`config.mk`:
```
export PLATFORM = sky130hd
export DESIGN_NAME = contador_checker_rfwild
export DESIGN_NICKNAME = d
export VERILOG_FILES = /design/src/rtl/contador_checker_rfwild_pkg.sv /design/src/rtl/rfwild_in_pipe.sv /design/src/rtl/contador_checker_rfwild.sv
export SDC_FILE = /design/constraint.sdc
export NUM_CORES = 1
export LEC_CHECK = 0
export CAP_MARGIN = 20
export CORE_UTILIZATION = 40
export DETAILED_ROUTE_END_ITERATION = 8
export GPL_TIMING_DRIVEN = 0
export SYNTH_ARGS = -nofsm -noshare
export SYNTH_HDL_FRONTEND = slang
export SYNTH_SLANG_ARGS = --single-unit
```
`constraint.sdc`:
```
create_clock -name clk -period 1.7 [get_ports clk]
set_input_delay 0.51 -clock clk [delete_from_list [all_inputs] [get_ports clk]]
set_output_delay 0.51 -clock clk [all_outputs]
set_load 0.01 [all_outputs]
```
`src/rtl/contador_checker_rfwild_pkg.sv`:
```
// rtl/contador_checker_rfwild_pkg.sv - shared types and defaults for the counter-bus sequence checker
package contador_checker_rfwild_pkg;

  typedef enum logic [1:0] {
    ST_IDLE,
    ST_ACQUIRE,
    ST_LOCKED
  } state_t;

  localparam int DEF_WIDTH      = 4;
  localparam int DEF_IN_STAGES  = 2;
  localparam int DEF_ERR_W      = 8;

  // Also used by the counter-chip bench, keep in step with it.
  localparam int DEF_LOCK_COUNT = 4;
  localparam int DEF_LOSS_COUNT = 3;

endpackage

```
`src/rtl/rfwild_in_pipe.sv`:
```
// rtl/rfwild_in_pipe.sv - WIDTH x STAGES register chain behind input pads
module rfwild_in_pipe #(
  parameter int WIDTH  = 4,
  parameter int STAGES = 2
) (
  input  logic             clk,
  input  logic             reset,
  input  logic [WIDTH-1:0] d,
  output logic [WIDTH-1:0] q
);

  logic [WIDTH-1:0] stage [STAGES];

  always_ff @(posedge clk or posedge reset) begin
    if (reset) begin
      for (int i = 0; i < STAGES; i++) begin
        stage[i] <= '0;
      end
    end else begin
      stage[0] <= d;
      for (int i = 1; i < STAGES; i++) begin
        stage[i] <= stage[i-1];
      end
    end
  end

  assign q = stage[STAGES-1];

endmodule

```
`src/rtl/contador_checker_rfwild.sv`:
```
// rtl/contador_checker_rfwild.sv - locks onto the count-by-one pad bus and flags out-of-sequence words
module contador_checker_rfwild
  import contador_checker_rfwild_pkg::*;
#(
  parameter int WIDTH      = DEF_WIDTH,
  parameter int IN_STAGES  = DEF_IN_STAGES,
  parameter int LOCK_COUNT = DEF_LOCK_COUNT,
  parameter int LOSS_COUNT = DEF_LOSS_COUNT,
  parameter int ERR_W      = DEF_ERR_W
) (
  input  logic             clk,
  input  logic             reset,
  input  logic             enable,
  input  logic             clr_err,
  input  logic [WIDTH-1:0] contador_in,
  output logic             locked,
  output logic             error,
  output logic [ERR_W-1:0] err_count,
  output logic [WIDTH-1:0] expected
);

  localparam logic [3:0] LOCK_TGT = 4'(LOCK_COUNT);
  localparam logic [3:0] LOSS_TGT = 4'(LOSS_COUNT);

  state_t           state;
  logic [WIDTH-1:0] s;
  logic [WIDTH-1:0] prev;
  logic             s_valid;
  logic             primed;
  logic [3:0]       match_cnt;
  logic [3:0]       miss_cnt;

  logic [WIDTH-1:0] prev_inc;
  logic [WIDTH-1:0] s_inc;
  logic [WIDTH-1:0] expected_inc;
  logic [3:0]       match_inc;
  logic [3:0]       miss_inc;
  logic             miss;
  logic             err_bump;

  rfwild_in_pipe #(
    .WIDTH  (WIDTH),
    .STAGES (IN_STAGES)
  ) u_data_pipe (
    .clk   (clk),
    .reset (reset),
    .d     (contador_in),
    .q     (s)
  );

  // Enable travels with the data so only words sampled while enabled are judged.
  rfwild_in_pipe #(
    .WIDTH  (1),
    .STAGES (IN_STAGES)
  ) u_valid_pipe (
    .clk   (clk),
    .reset (reset),
    .d     (enable),
    .q     (s_valid)
  );

  always_comb begin
    prev_inc     = prev + WIDTH'(1);
    s_inc        = s + WIDTH'(1);
    expected_inc = expected + WIDTH'(1);
    match_inc    = match_cnt + 4'd1;
    miss_inc     = miss_cnt + 4'd1;
    miss         = (state == ST_LOCKED) && (s != expected);
    err_bump     = enable && miss && !(&err_count);
  end

  always_ff @(posedge clk or posedge reset) begin
    if (reset) begin
      state     <= ST_IDLE;
      prev      <= '0;
      primed    <= 1'b0;
      match_cnt <= '0;
      miss_cnt  <= '0;
      expected  <= '0;
      locked    <= 1'b0;
      error     <= 1'b0;
    end else begin
      error <= 1'b0;
      if (!enable) begin
        state     <= ST_IDLE;
        prev      <= '0;
        primed    <= 1'b0;
        match_cnt <= '0;
        miss_cnt  <= '0;
        expected  <= '0;
        locked    <= 1'b0;
      end else begin
        case (state)
          ST_IDLE: begin
            state <= ST_ACQUIRE;
          end
          ST_ACQUIRE: begin
            if (s_valid) begin
              prev     <= s;
              expected <= s_inc;
              if (!primed) begin
                primed <= 1'b1;
              end else if (s == prev_inc) begin
                if (match_inc == LOCK_TGT) begin
                  state     <= ST_LOCKED;
                  locked    <= 1'b1;
                  match_cnt <= '0;
                  miss_cnt  <= '0;
                end else begin
                  match_cnt <= match_inc;
                end
              end else begin
                match_cnt <= '0;
              end
            end
          end
          ST_LOCKED: begin
            // Prediction free-runs; a miss never re-centres it.
            expected <= expected_inc;
            prev     <= s;
            if (miss) begin
              error <= 1'b1;
              if (miss_inc == LOSS_TGT) begin
                state     <= ST_ACQUIRE;
                locked    <= 1'b0;
                primed    <= 1'b0;
                match_cnt <= '0;
                miss_cnt  <= '0;
              end else begin
                miss_cnt <= miss_inc;
              end
            end else begin
              miss_cnt <= '0;
            end
          end
          default: begin
            state <= ST_IDLE;
          end
        endcase
      end
    end
  end

  always_ff @(posedge clk or posedge reset) begin
    if (reset) begin
      err_count <= '0;
    end else if (clr_err) begin
      err_count <= '0;
    end else if (err_bump) begin
      err_count <= err_count + ERR_W'(1);
    end
  end

endmodule

```
[Word level (Yosys, flattened, before mapping)]
Cells that the tools add are included.
Cells by class
  muxes and demuxes: 46
  equal/unequal tests: 13
  add/subtract/negate cells: 6
  reduce and logical (&&, ||, !) cells: 13
Operator list (count)
  4-bit two-way mux: 18
  4-bit case mux with 2 select lines: 4
  4-bit by 1-bit adder with 4-bit output (second input constant): 5
  8-bit two-way mux: 2
  2-bit two-way mux: 7
  1-bit two-way mux: 12
  3-bit != test (second input constant): 4
  5-bit AND reduction: 2
  8-bit by 1-bit adder with 8-bit output (second input constant): 1
  8-bit AND reduction: 1
  7-bit AND reduction: 1
  3-bit by 2-bit != test with 1-bit output (second input constant): 2
  2-bit case mux with 3 select lines: 1
  6-bit AND reduction: 1
  4-bit by 2-bit equality test with 1-bit output (second input constant): 1
  4-bit by 3-bit equality test with 1-bit output (second input constant): 1
  4-bit equality test: 1
  4-bit != test: 1
  1-bit case mux with 2 select lines: 2
  4-bit AND reduction: 1
  1-bit logical AND: 3
  3-bit by 1-bit != test with 1-bit output (second input constant): 1
  2-bit by 1-bit equality test with 1-bit output (second input constant): 1
  2-bit equality test (second input constant): 1
  4 further kinds: 4
Storage, ports and cells
  register bits after elaboration: 39
  input bits: 8
  output and inout port bits: 14

[Longest topological paths before layout]
  word-level depth: 8
  mapped depth: 7
  mapped depth without buffers: 6

[By module]
Synthesis repeated with hierarchy kept, for this count alone.
Unflattened totals
  cell total of the unflattened synthesis: 207
  area, all modules: 2108.3 µm²
Modules (own cells, without submodules)
  contador_checker_rfwild: cells each 191, instances 1, seq. area each 725.7 µm², area each 1820.5 µm²
  rfwild_in_pipe (u_data_pipe): cells each 13, instances 1, seq. area each 200.2 µm², area each 234.0 µm²
  rfwild_in_pipe (u_valid_pipe): cells each 3, instances 1, seq. area each 50.0 µm², area each 53.8 µm²

[Least setup slack after synthesis]
Ideal clock, no wire load.
  path type: register to register
  start point: register prev[0]
  end point: register state[1]
  slack: -32 ps
  stages on the path, launching flop included: 7
  buffers on the path: 0
  arrival: 1658 ps
  required time: 1627 ps
  cell sequence: dfrtp_1 ha_1 xnor3_1 nand3_1 or2_4 or3_1 a21oi_2
Between the ends
  word-level cells in the longest chain between the ends: 4
Ends and longest elaborated chain
  start, declared: line contador_checker_rfwild.sv:27  | logic [WIDTH-1:0] prev;
  start signal, assigned: line contador_checker_rfwild.sv:99  | prev <= s;
  start signal, assigned: line contador_checker_rfwild.sv:120  | prev <= s;
  4-bit by 1-bit adder with 4-bit output: line contador_checker_rfwild.sv:63  | prev_inc = prev + WIDTH'(1);
  4-bit equality test: line contador_checker_rfwild.sv:103  | end else if (s == prev_inc) begin
  3-bit != test (no source line)
  6-bit AND reduction (no source line)
  end signal, assigned: line contador_checker_rfwild.sv:74  | state <= ST_IDLE;
  end signal, assigned: line contador_checker_rfwild.sv:105  | state <= ST_LOCKED;
  end signal, assigned: line contador_checker_rfwild.sv:124  | state <= ST_ACQUIRE;
  end, declared: line contador_checker_rfwild.sv:25  | state_t state;
Every way passes these cells.
A chain may end at the register's enable or synchronous reset.

[Worst setup path after layout]
  start point: register prev[0]
  end point: register locked
Between the ends
  word-level cells in the longest chain between the ends: 4
Ends and longest elaborated chain
  4-bit by 1-bit adder with 4-bit output: line contador_checker_rfwild.sv:63
  4-bit equality test: line contador_checker_rfwild.sv:103
  3-bit != test (no source line)
  7-bit AND reduction (no source line)
  end signal, assigned: line contador_checker_rfwild.sv:80  | locked <= 1'b0;
  end signal, assigned: line contador_checker_rfwild.sv:106  | locked <= 1'b1;
  end signal, assigned: line contador_checker_rfwild.sv:125  | locked <= 1'b0;
  end, declared: line contador_checker_rfwild.sv:16  | output logic locked,
Every way passes these cells.

==> impl_metrics.py <==
metrics = {
    "drt": {
        "drc": 0,
        "avgRoutedWirePerCell_um": 14.2,
        "dr.pass1.iters": 4,
        "dr.first_iter.drc_count": 90,
        "vias": 1734,
        "wirelength_um": 4720,
        "postRouteAntennaNets": 0,
        "vias_per_cell": 5.22,
    },
    "hold_path": {
        "hold_class": "flop to flop",
    },
    "final_layout": {
        "final_cell_mix": "dfrtp_1 (34), buf_4 (29), nand2_1 (24), nand3_1 (14), o21ai_0 (12)",
        "fin_nets": 280,
        "drive_gt1_share_pct": 34.0,
        "finalInstanceArea_mm2": 0.00295,
        "fin_util_pct": 61.3,
        "final_common_cell": "dfrtp_1",
        "stdcell_count": 332,
        "area_growth_pct": 44.6,
        "multi_input_area_mm2": 0.00123,
        "n_antenna_cell": 0,
        "num-fill-cells": 434,
        "regArea_um2": 982,
    },
    "setup_path": {
        "path_delay_family": "simple AND/OR/NAND/NOR gates",
        "endpoint_kind": "flop",
        "path_buf_inv": 0,
        "worst_ep_arrival_time_ps": 2020,
        "cp_slowest_stage_delay_ps": 430,
        "cp_max_fo": 5,
        "worstSetupStartpointType": "flop",
        "slowest_stage": "dfrtp_2",
        "setup.worst_path.class": "flop to flop",
        "path_cells": "ha_4 -> xnor2_2 -> nand3_2 -> or2_4 -> nor3_4 -> o221a_2",
        "cp.required_ps": 1930,
    },
    "yosys": {
        "syn_area_mm2": 0.00204,
        "yosysSeqAreaShare_pct": 47.8,
        "netlist-cell-type-count": 44,
        "yosys.area_share.simple_pct": 19.7,
        "avgSynthCellArea_um2": 9.87,
        "synth_seq_cells": 39,
        "synthFlopType": "dfrtp_1",
        "yosysWarnings": 0,
        "async_flop_share_pct": 100,
        "synth_xor_area_share_pct": 7.53,
        "synth_edf_count": 0,
        "synth_nets": 222,
        "syn_inst": 207,
        "synth_mux_area_share_pct": 1.96,
        "synth_top_family_by_area": "simple AND/OR/NAND/NOR gates",
        "synth_compound_area_share_pct": 14.9,
        "synthAdderAreaFrac_pct": 4.29,
    },
    "timing": {
        "setup_viol": 9,
        "period_minus_slack_ps": 1790,
        "fin_crit_sh_pct": 105,
        "relSlewSlack_pct": 45.5,
        "fmax_ghz": 0.558,
        "tightest_slew_ps": 816,
        "finalHoldViolCount": 0,
        "drv_slew": 0,
        "rsz0062_at_grt": "yes",
        "finalClockSkew_ps": 5.12,
        "setup_slack_ps": -91.1,
    },
    "cts": {
        "cts.reportedPaths.clkPinSlew_ps": 70,
        "clock_path_buffers": 2,
        "clock-sinks": 39,
        "clk_latency_ps": 290,
        "htreeDepth": 2,
        "cts_root_buf": "clkbuf_8",
        "cts-buffers-inserted": 5,
        "cts-hold-fix-buffers": 0,
        "cts_tree": "built",
    },
    "grt": {
        "antenna_found_initial": 0,
        "grt_pass1_wl_um": 7970,
        "grt_pass1_vias": 1595,
        "grt-ovfl-total": 0,
        "grt_max_degree": 40,
        "grt_use_total_pct": 19.6,
    },
    "power": {
        "p_seq_share_pct": 49.7,
        "p_comb_share_pct": 12.5,
        "pwr-share-clk_pct": 37.8,
        "p_switching_mw": 0.487,
        "swShare_pct": 24.4,
        "power.total_mw": 2.00,
        "internal_power_mw": 1.51,
        "power_density_mw_per_mm2": 675,
        "ir_drop_v": 0.000484,
        "p_leak_nw": 1.35,
    },
    "die": {
        "io_pins": 22,
        "die_w_um": 73.5,
        "dieHeight_um": 73.5,
        "coreArea_mm2": 0.00482,
        "start_util_pct": 42.4,
        "row_count": 25,
        "die_area_mm2": 0.00540,
    },
    "run_status": {
        "violations": "setup timing",
        "status": "finished with violations",
    },
    "placed_design": {
        "dpl_cell_area_mm2": 0.00234,
        "dp_slack_ps": -741,
        "dp.cells": 294,
        "port_buffers": 20,
        "gp_congestion": 0.772,
        "place_hpwl_um": 2790,
    },
    "job": {
        "drv_cap": 0,
    },
}
-- synthesized netlist by cell type, types with 2 or more instances --
master | instances | area [um^2]
dfrtp_1 | 39 | 976
nand2_1 | 24 | 90.1
nand3_1 | 17 | 85.1
o21ai_0 | 15 | 75.1
nor2_1 | 13 | 48.8
inv_1 | 11 | 41.3
xnor2_1 | 9 | 78.8
ha_1 | 7 | 87.6
nor3_1 | 6 | 30.0
xor2_1 | 6 | 52.6
nor2b_1 | 5 | 31.3
and2_1 | 4 | 25.0
clkbuf_1 | 4 | 15.0
mux2i_1 | 4 | 40.0
a21oi_1 | 3 | 15.0
o31ai_1 | 3 | 22.5
a211oi_1 | 2 | 15.0
and3_1 | 2 | 12.5
buf_4 | 2 | 15.0
nand2b_1 | 2 | 12.5
nor4_1 | 2 | 12.5
o211ai_1 | 2 | 15.0
o221a_2 | 2 | 22.5
o22ai_1 | 2 | 12.5
o41ai_1 | 2 | 17.5
-- registers in the layout (all words and copies together) (netlist names) --
register and cells:
u_data_pipe.stage 4, locked 1, error 1, u_valid_pipe.stage 1, state 2, err_count 8
prev 4, miss_cnt 4, u_valid_pipe.q 1, expected 4, match_cnt 4, primed 1
u_data_pipe.q 4
-- cell families (layout without fill, tap and decap cells) --
| logic type | after synthesis | count (layout) |
|---|---|---|
| mux | 4 | 4 |
| flops | 39 | 39 |
| fa+ha+maj | 7 | 7 |
| buf+inv | 19 | 77 |
| simple gates | 80 | 80 |
| compound gates | 42 | 42 |
| xor+xnor | 16 | 16 |
-- final cells by class --
cell class / count / share of cell area (%)
sequential: 39 / 33.2
tap: 67 / 2.84
multi-input combinational: 149 / 41.8
clock inverter: 2 / 1.27
timing repair buffer: 53 / 15.8
inverter: 11 / 1.40
clock buffer: 5 / 2.33
buffer: 6 / 1.27
-- repair_timing --
item,in CTS,in global routing
buffers inserted,27,5
gates cloned,1,0
setup endpoints to repair,39,29
resized for setup,50,32
pin swaps,20,9
-- through the flow --
| stage | hold slack (ps) | setup TNS, ps |
|---|---|---|
| after global placement | 333 | -37180 |
| final | 350 | -356 |
| after CTS | 354 | -133 |
| after detailed placement | 337 | -14750 |
| after floorplan | 331 | 0 |
| after global routing | 357 | -1450 |
-- power groups by stage --
stage / sequential, mW / combinational (mW) / clock, mW
detailed placement: 1.01 / 0.178 / 0
global placement: 1.01 / 0.176 / 0
CTS: 0.988 / 0.220 / 0.767
finish: 0.992 / 0.250 / 0.753
floorplan: 1.00 / 0.118 / 0
global route: 0.997 / 0.275 / 0.815
-- metal layers --
metal / part of all wire [%] / GRT usage, % / up-vias
met5: 0 / 0 / -
met4: 2.1 / 6.62 / 0
met3: 4.0 / 4.12 / 9
met2: 47 / 29.2 / 31
met1: 47 / 28.5 / 850
li1: - / - / 844
-- worst paths after layout --
path	endpoint	cells past startpoint	slack, ps	start
hold reg to reg	u_data_pipe.q[2]$_DFF_PP0_	0	350	u_data_pipe.stage[6]$_DFF_PP0_
hold / removal	u_data_pipe.q[2]$_DFF_PP0_	0	350	u_data_pipe.stage[6]$_DFF_PP0_
setup reg to reg	locked$_DFFE_PP0P_	6	-90	prev[0]$_DFFE_PP0P_
setup / recovery	locked$_DFFE_PP0P_	6	-90	prev[0]$_DFFE_PP0P_
max in group asynchronous	expected[2]$_DFFE_PP0P_	2	440	reset
min in group asynchronous	u_data_pipe.q[3]$_DFF_PP0_	2	700	reset
Power figures use the tool's default switching activity.
